File: config.mk
export PLATFORM = sky130hd
export DESIGN_NAME = dds_phase_gen_flat
export DESIGN_NICKNAME = d
export VERILOG_FILES = /design/src/rtl/dds_phase_gen_if.sv /design/src/rtl/dds_phase_gen.sv /design/src/flat_wrapper.sv
export SDC_FILE = /design/constraint.sdc
export NUM_CORES = 1
export LEC_CHECK = 0
export CAP_MARGIN = 5
export CORE_UTILIZATION = 30
export DETAILED_ROUTE_END_ITERATION = 16
export PLACE_DENSITY = 0.51
export SETUP_SLACK_MARGIN = 0.2
export SLEW_MARGIN = 40
export SYNTH_ARGS = -nofsm -noshare
export SYNTH_HDL_FRONTEND = slang
export SYNTH_SLANG_ARGS = --single-unit
File: constraint.sdc
create_clock -name clk -period 12.1 [get_ports clk]
set_clock_uncertainty 0.1 [all_clocks]
set_input_delay 2.42 -clock clk [delete_from_list [all_inputs] [get_ports clk]]
set_output_delay 2.42 -clock clk [all_outputs]
set_load 0.005 [all_outputs]
File: src/rtl/dds_phase_gen_if.sv
// dds_phase_gen_if: control inputs and LUT-side outputs of the DDS phase generator
interface dds_phase_gen_if #(
   parameter int PW = 32,
   parameter int AW = 10
);
   logic          tick;
   logic          start;
   logic          stop;
   logic [PW-1:0] ftw_in;
   logic          ftw_load;
   logic [PW-1:0] phase_offset;
   logic [AW-1:0] lut_addr;
   logic          lut_rd_en;
   logic [1:0]    quadrant;
   logic          sample_valid;
   logic          busy;

   modport master (
      output tick, start, stop, ftw_in, ftw_load, phase_offset,
      input  lut_addr, lut_rd_en, quadrant, sample_valid, busy
   );

   modport slave (
      input  tick, start, stop, ftw_in, ftw_load, phase_offset,
      output lut_addr, lut_rd_en, quadrant, sample_valid, busy
   );
endinterface

File: src/rtl/dds_phase_gen.sv
// dds_phase_gen: phase accumulator with quarter-sine LUT addressing and quadrant pipeline
module dds_phase_gen #(
   parameter int PW      = 32,
   parameter int AW      = 10,
   parameter int LUT_LAT = 1
) (
   input logic              clk,
   input logic              reset_n,
   dds_phase_gen_if.slave   bus
);
   typedef enum logic [1:0] {IDLE, RUN, STOPPING} state_t;

   state_t                   state_q;
   logic [PW-1:0]            acc_q, acc_d;
   logic [PW-1:0]            ftw_act_q, ftw_pend_q, ftw_eff;
   logic                     pend_q;
   logic [AW-1:0]            lut_addr_q, addr_d;
   logic                     lut_rd_en_q;
   logic [1:0]               quad_q;
   logic [LUT_LAT-1:0]       vld_pipe_q;
   logic [LUT_LAT-1:0][1:0]  quad_pipe_q;
   logic [AW+1:0]            p_top;
   logic                     carry, ftw_zero, step;

   // a pending tuning word takes effect on the very update that consumes it
   assign ftw_eff  = pend_q ? ftw_pend_q : ftw_act_q;
   assign ftw_zero = (ftw_eff == '0);
   assign {carry, acc_d} = {1'b0, acc_q} + {1'b0, ftw_eff};
   // only the quadrant and LUT index bits of the effective phase matter
   assign p_top  = (AW+2)'((acc_q + bus.phase_offset) >> (PW-2-AW));
   assign addr_d = p_top[AW] ? ~p_top[AW-1:0] : p_top[AW-1:0];
   assign step   = bus.tick && (state_q == RUN || (state_q == STOPPING && !ftw_zero));

   // control FSM, accumulator, tuning-word staging and LUT address register
   always_ff @(posedge clk or negedge reset_n) begin
      if (!reset_n) begin
         state_q     <= IDLE;
         acc_q       <= '0;
         ftw_act_q   <= '0;
         ftw_pend_q  <= '0;
         pend_q      <= 1'b0;
         lut_addr_q  <= '0;
         lut_rd_en_q <= 1'b0;
         quad_q      <= '0;
      end else begin
         lut_rd_en_q <= step;
         if (step) begin
            lut_addr_q <= addr_d;
            quad_q     <= p_top[AW+1:AW];
         end
         if (pend_q && (step || state_q == IDLE)) begin
            ftw_act_q <= ftw_pend_q;
            pend_q    <= 1'b0;
         end
         if (bus.ftw_load) begin
            ftw_pend_q <= bus.ftw_in;
            pend_q     <= 1'b1;
         end
         case (state_q)
            IDLE: if (bus.start) begin
               state_q <= RUN;
               acc_q   <= '0;
            end
            RUN: begin
               if (step) acc_q <= acc_d;
               if (bus.stop) state_q <= STOPPING;
            end
            STOPPING: if (ftw_zero || (step && carry)) begin
               state_q <= IDLE;
               acc_q   <= '0;
            end else if (step) acc_q <= acc_d;
            default: state_q <= IDLE;
         endcase
      end
   end

   // align quadrant and valid with LUT data; keeps draining after IDLE
   always_ff @(posedge clk or negedge reset_n) begin
      if (!reset_n) begin
         vld_pipe_q  <= '0;
         quad_pipe_q <= '0;
      end else begin
         vld_pipe_q[0]  <= lut_rd_en_q;
         quad_pipe_q[0] <= quad_q;
         for (int i = 1; i < LUT_LAT; i++) begin
            vld_pipe_q[i]  <= vld_pipe_q[i-1];
            quad_pipe_q[i] <= quad_pipe_q[i-1];
         end
      end
   end

   assign bus.lut_addr     = lut_addr_q;
   assign bus.lut_rd_en    = lut_rd_en_q;
   assign bus.quadrant     = quad_pipe_q[LUT_LAT-1];
   assign bus.sample_valid = vld_pipe_q[LUT_LAT-1];
   assign bus.busy         = (state_q != IDLE);
endmodule

File: src/flat_wrapper.sv
// flat-port wrapper written by rule: the top's interface ports become plain ports
module dds_phase_gen_flat 
#(
   parameter int PW      = 32,
   parameter int AW      = 10,
   parameter int LUT_LAT = 1
)
  (clk, reset_n, bus_tick, bus_start, bus_stop, bus_ftw_in, bus_ftw_load, bus_phase_offset, bus_lut_addr, bus_lut_rd_en, bus_quadrant, bus_sample_valid, bus_busy);
  dds_phase_gen_if #(.PW(PW), .AW(AW)) bus_i ();
  input logic clk;
  input logic reset_n;
  input wire logic [$bits(bus_i.tick)-1:0] bus_tick;
  input wire logic [$bits(bus_i.start)-1:0] bus_start;
  input wire logic [$bits(bus_i.stop)-1:0] bus_stop;
  input wire logic [$bits(bus_i.ftw_in)-1:0] bus_ftw_in;
  input wire logic [$bits(bus_i.ftw_load)-1:0] bus_ftw_load;
  input wire logic [$bits(bus_i.phase_offset)-1:0] bus_phase_offset;
  output wire logic [$bits(bus_i.lut_addr)-1:0] bus_lut_addr;
  output wire logic [$bits(bus_i.lut_rd_en)-1:0] bus_lut_rd_en;
  output wire logic [$bits(bus_i.quadrant)-1:0] bus_quadrant;
  output wire logic [$bits(bus_i.sample_valid)-1:0] bus_sample_valid;
  output wire logic [$bits(bus_i.busy)-1:0] bus_busy;
  assign bus_i.tick = bus_tick;
  assign bus_i.start = bus_start;
  assign bus_i.stop = bus_stop;
  assign bus_i.ftw_in = bus_ftw_in;
  assign bus_i.ftw_load = bus_ftw_load;
  assign bus_i.phase_offset = bus_phase_offset;
  assign bus_lut_addr = bus_i.lut_addr;
  assign bus_lut_rd_en = bus_i.lut_rd_en;
  assign bus_quadrant = bus_i.quadrant;
  assign bus_sample_valid = bus_i.sample_valid;
  assign bus_busy = bus_i.busy;
  dds_phase_gen #(.PW(PW), .AW(AW), .LUT_LAT(LUT_LAT)) u_core (.clk(clk), .reset_n(reset_n), .bus(bus_i));
endmodule
# --- Word-level counts from Yosys, hierarchy flattened ---
# Cells that the tools add are included.
totals:
  reg_bits: 115
  inputBits: 70
op_classes:
  bitwise: 1
  reduce_logical: 15
  n_eq_ne: 5
  mux: 12
  n_addsub: 2
op_table:
  columns: ["operator", "n"]
  rows:
  - ["two-way mux 32 bit", 4]
  - ["case mux 32 bit (3 select lines)", 1]
  - ["adder 32 x 32 -> 33 bit", 1]
  - ["adder 32 bit", 1]
  - ["logical NOT 32 bit", 1]
  - ["two-way mux 10 bit", 1]
  - ["inverter 10 bit", 1]
  - ["two-way mux 2 bit", 3]
  - ["inequality test 2 bit (second input constant)", 3]
  - ["case mux 2 bit (3 select lines)", 1]
  - ["logical AND 1 bit", 4]
  - ["nonzero test 2 bit", 2]
  - ["logical OR 1 bit", 3]
  - ["AND reduction 3 bit", 1]
  - ["nonzero test 3 bit", 1]
  - ["== test 2 x 1 -> 1 bit (second input constant)", 1]
  - ["== test 2 bit (second input constant)", 1]
  - ["logical NOT 2 bit", 1]
  - ["two-way mux 1 bit", 2]
  - ["AND reduction 2 bit", 1]
  - ["logical NOT 1 bit", 1]

# --- Logic depth before layout (Yosys ltp) ---
logic_depth:
  depth_word: 10
  mapped_depth: 15

# --- Worst setup path before layout ---
# Ideal clock, no wire load.
synth_path:
  path_kind: "input-to-reg"
  start: "input port bus_phase_offset[19]"
  end: "register u_core.lut_addr_q[7] (netlist: u_core.bus.lut_addr[7])"
  slack_ps: 7289
  n_path_buf: 1
  arrival_ps: 4635
  path_stages: 11
  setup_time_ps: 76
  required_ps: 11924
  path_cell_list: "ha_1 nand4_2 nor4_1 o311ai_1 o2bb2ai_2 nor3_2 o31ai_4 xor2_2 buf_6 xnor3_1 o21ai_1"
synth_between:
  elab_chain_cells: 3
synth_lines:
  columns: ["item", "line_no", "source"]
  rows:
  - ["start: declaration", "flat_wrapper.sv:17", "input wire logic [$bits(bus_i.phase_offset)-1:0] bus_phase_offset;"]
  - ["adder 32 bit (*)", "dds_phase_gen.sv:30", "assign p_top = (AW+2)'((acc_q + bus.phase_offset) >> (PW-2-AW));"]
  - ["inverter 10 bit", "dds_phase_gen.sv:31", "assign addr_d = p_top[AW] ? ~p_top[AW-1:0] : p_top[AW-1:0];"]
  - ["two-way mux 10 bit (*)", "dds_phase_gen.sv:31", null]
  - ["end signal: assignment", "dds_phase_gen.sv:48", "lut_addr_q <= addr_d;"]
  - ["end: declaration", "dds_phase_gen.sv:17", "logic [AW-1:0] lut_addr_q, addr_d;"]
# Every way passes the cells marked *; elsewhere a longest branch is shown, timed or not.
# A chain may end at the register's enable or synchronous reset.

# --- Worst setup path in the final report ---
layout_path:
  start: "input port bus_phase_offset[18]"
  end: "register u_core.lut_addr_q[8] (netlist: u_core.bus.lut_addr[8])"
# The elaborated chain is that of the path after synthesis.

==> run_results.csv <==
group,metric,value,unit
worst_setup_path,cp-start-kind,"input pin",
worst_setup_path,end_kind,"flip-flop",
logic_synthesis,synth-seq-cells,115,
floorplan,io_pins,85,
global_route,use_met2,0.2381,
floorplan,rows,57,
worst_setup_path,crit_start,"bus_phase_offset[18]",
sta,timing.setup.tns,0,ns
worst_setup_path,arrival,5.95,ns
sta,rsz0062_at_grt,"false",
job,maxCapViolCount,0,
cells_and_area,final_cell_mix,"dfrtp_1, mux2_2, clkdlybuf4s50_1",
sta,hold_viol,0,
global_route,grt_pass1_vias,5679,
pwr,swShare,0.4074,
pwr,clkPwrFrac,0.213,
pwr,power.share.sequential,0.277,
cells_and_area,stdcell_count,1158,
pwr,power,2.355,mW
global_route,gr-total-overflow,0,
cells_and_area,nNetsFinal,959,
clock_network,htreeDepth,4,
cells_and_area,drive_gt1_frac,0.1811,
logic_synthesis,avgSynthCellArea,10.26,um2
floorplan,die_width,160.3,um
sta,fin_crit_sh,0.4715,
global_route,grt_max_degree,80,
pwr,p_leak,4.051,nW
placement,routabilityCongestion,0.8674,
sta,setup_violations,0,
pwr,power_density,252.1,nW/um2
worst_setup_path,cp_num_buf_inv,1,
clock_network,cts_buffer_depth,2,
logic_synthesis,async_flop_share,1.000,
logic_synthesis,yosysWarnings,0,
hold_path,hold_path.startpoint,"u_core.quad_q[1]",
worst_setup_path,crit_fanout,11,
clock_network,post_cts_resize_count,0,
logic_synthesis,synth_nets,871,
clock_network,numCtsBuffers,17,
cells_and_area,antenna_cells,0,
hold_path,hold_class,"reg -> reg",
floorplan,die_h,160.3,um
worst_setup_path,crit_family,"XOR/XNOR gates",
route,routedWlPerCell,15.97,um
clock_network,clk-insertion-delay-late,0.42,ns
placement,dp_hpwl,14230,um
worst_setup_path,crit_chain,"clkdlybuf4s50_1, ha_1, nand4_2, nor4_1, o311ai_1, o2bb2ai_2, nor3_2, o31ai_4, xor2_2, xor3_1, o21ai_0",
clock_network,cts_tree,"built",
pwr,switchingPower,0.9595,mW
global_route,antenna_found_initial,0,
pwr,internal-power,1.396,mW
sta,worst_pin_slew,0.7560,ns
route,drt_iter0_drc,246,
floorplan,core,24460,um2
clock_network,cts-root-buf,"clkbuf_16",
route,avgViaCountPerCell,4.929,
floorplan,dieArea,25700,um2
cells_and_area,syn_to_final_growth,24.23,%
cells_and_area,final_common_cell,"dfrtp_1",
sta,drv_slew,0,
clock_network,clock-sinks,115,
global_route,grt.busiest_layer,"met2",
sta,max_freq,175.3,MHz
outcome,status,"finished, final reports clean",
logic_synthesis,synth_enable_flop_cells,0,
pwr,vdd_ir_drop_max,85.21,uV
route,drc,0,
pwr,combinationalPowerShare,0.510,
logic_synthesis,ys_types,67,
route,totalWireLength,18490,um
sta,post-route-min-period,5.706,ns
clock_network,post_cts_buffers,0,
logic_synthesis,syn_inst,733,
route,vias,5708,
clock_network,cts.clk_slew.worst_paths,0.06,ns
sta,finalWorstSetupSlack,6.394,ns
global_route,grt_pass1_wl,30020,um
logic_synthesis,syn-cell-area,7520,um2
sta,relSlewSlack,0.4880,
placement,port_buffers,84,
route,firstDrtPassIters,4,
cells_and_area,final_util,0.3819,
logic_synthesis,synthFlopType,"dfrtp_1",
logic_synthesis,yosysSeqAreaShare,0.3827,
worst_setup_path,cp.required,12.34,ns
global_route,use_met1,0.2063,
worst_setup_path,r2r-start,"u_core.pend_q",
global_route,met3_usage,0.02996,
worst_setup_path,slowest_delay,0.60,ns
worst_setup_path,crit_type,"in -> reg",
placement,pre_cts_ws,5.938,ns
floorplan,start_util,0.3074,
placement,numPlacedInstances,1125,
worst_setup_path,cpMaxStageDelayCell,"xor2_2",
route,ant_nets,0,
global_route,track_usage,0.1511,
clock_network,ctsHoldBuffers,0,
-- final cells by class --
cell class	instances	area [um2]
multi-input combinational	577	4486
tap	324	405.4
sequential	115	2878
timing repair buffer	92	922.1
clock buffer	17	425.4
clock inverter	15	157.7
inverter	18	67.56
fill	2395	15120
-- power by group through the flow --
stage | Combinational [mW] | Clock (mW) | Sequential (mW)
detailed placement | 1.20 | 0 | 0.661
floorplan | 0.933 | 0 | 0.609
CTS | 1.21 | 0.516 | 0.655
global route | 1.35 | 0.533 | 0.673
finish | 1.20 | 0.501 | 0.652
global placement | 1.20 | 0 | 0.657
-- synthesized netlist by cell type (2+ instances only) --
cell type / number / area [um2]
o31ai_1: 5 / 37.54
and3_1: 5 / 31.28
nand3_1: 14 / 70.07
mux2_1: 3 / 33.78
a2111oi_0: 2 / 17.52
xnor2_1: 26 / 227.7
buf_1: 2 / 7.510
nand2_1: 64 / 240.2
o21bai_1: 8 / 60.06
a21o_1: 22 / 165.2
o21a_1: 6 / 45.04
nor2_1: 30 / 112.6
mux2_2: 95 / 1070
nor3_1: 9 / 45.04
inv_1: 18 / 67.56
nor4b_1: 2 / 17.52
xor2_1: 16 / 140.1
nor2b_1: 5 / 31.28
clkbuf_1: 15 / 56.30
o41ai_1: 2 / 17.52
nand2b_1: 5 / 31.28
o211ai_1: 3 / 22.52
ha_1: 67 / 838.3
and2_1: 3 / 18.77
o21ai_1: 2 / 10.01
a211o_1: 2 / 17.52
o311ai_0: 2 / 17.52
o21ai_2: 2 / 17.52
nor4_1: 14 / 87.58
dfrtp_1: 115 / 2878
a41oi_1: 2 / 17.52
a21oi_1: 52 / 260.3
a211oi_1: 5 / 37.54
a31oi_1: 2 / 12.51
o21ai_0: 65 / 325.3
nand4_1: 8 / 50.05
buf_2: 5 / 25.02
-- metrics by stage --
| stage | hold WS, ns | instance area (um2) |
|---|---|---|
| finish | 0.2763 | 9341 |
| floorplan | 0.2501 | 7520 |
| detailed placement | 0.2649 | 8723 |
| global route | 0.2925 | 9341 |
| CTS | 0.2787 | 9306 |
| global placement | 0.2620 | 8720 |
-- cell families after synthesis --
family / after synthesis / synth area share
compound gates: 201 / 0.1716
simple gates: 165 / 0.1053
xor+xnor: 45 / 0.05724
mux: 98 / 0.1468
buf+inv: 41 / 0.02229
fa+ha+maj: 68 / 0.1141
flops: 115 / 0.3827
-- registers in the layout, summed over array words and instances (netlist names) --
signal / count
u_core.ftw_pend_q: 32
u_core.acc_q: 32
u_core.bus.lut_addr: 10
u_core.bus.sample_valid: 1
u_core.bus.lut_rd_en: 1
u_core.state_q: 2
u_core.bus.quadrant: 2
u_core.pend_q: 1
u_core.quad_q: 2
u_core.ftw_act_q: 32
-- worst paths after layout --
path	slack, ns	depth (start not counted)	to
hold reg to reg	0.28	0	u_core.bus.quadrant[1]
setup reg to reg	7.72	14	u_core.acc_q[16]
min in group asynchronous	1.87	1	u_core.ftw_act_q[10]
hold / removal	0.28	0	u_core.bus.quadrant[1]
max in group asynchronous	9.07	3	u_core.ftw_act_q[15]
setup / recovery	6.39	11	u_core.bus.lut_addr[8]
-- layer usage --
layer,routed length [um],share of wire,up-vias
li1,-,-,2904
met1,9306,0.50,2701
met2,8377,0.45,89
met3,561,0.030,14
met4,244,0.013,0
met5,0,0,-
Power figures use the tool's default switching activity.
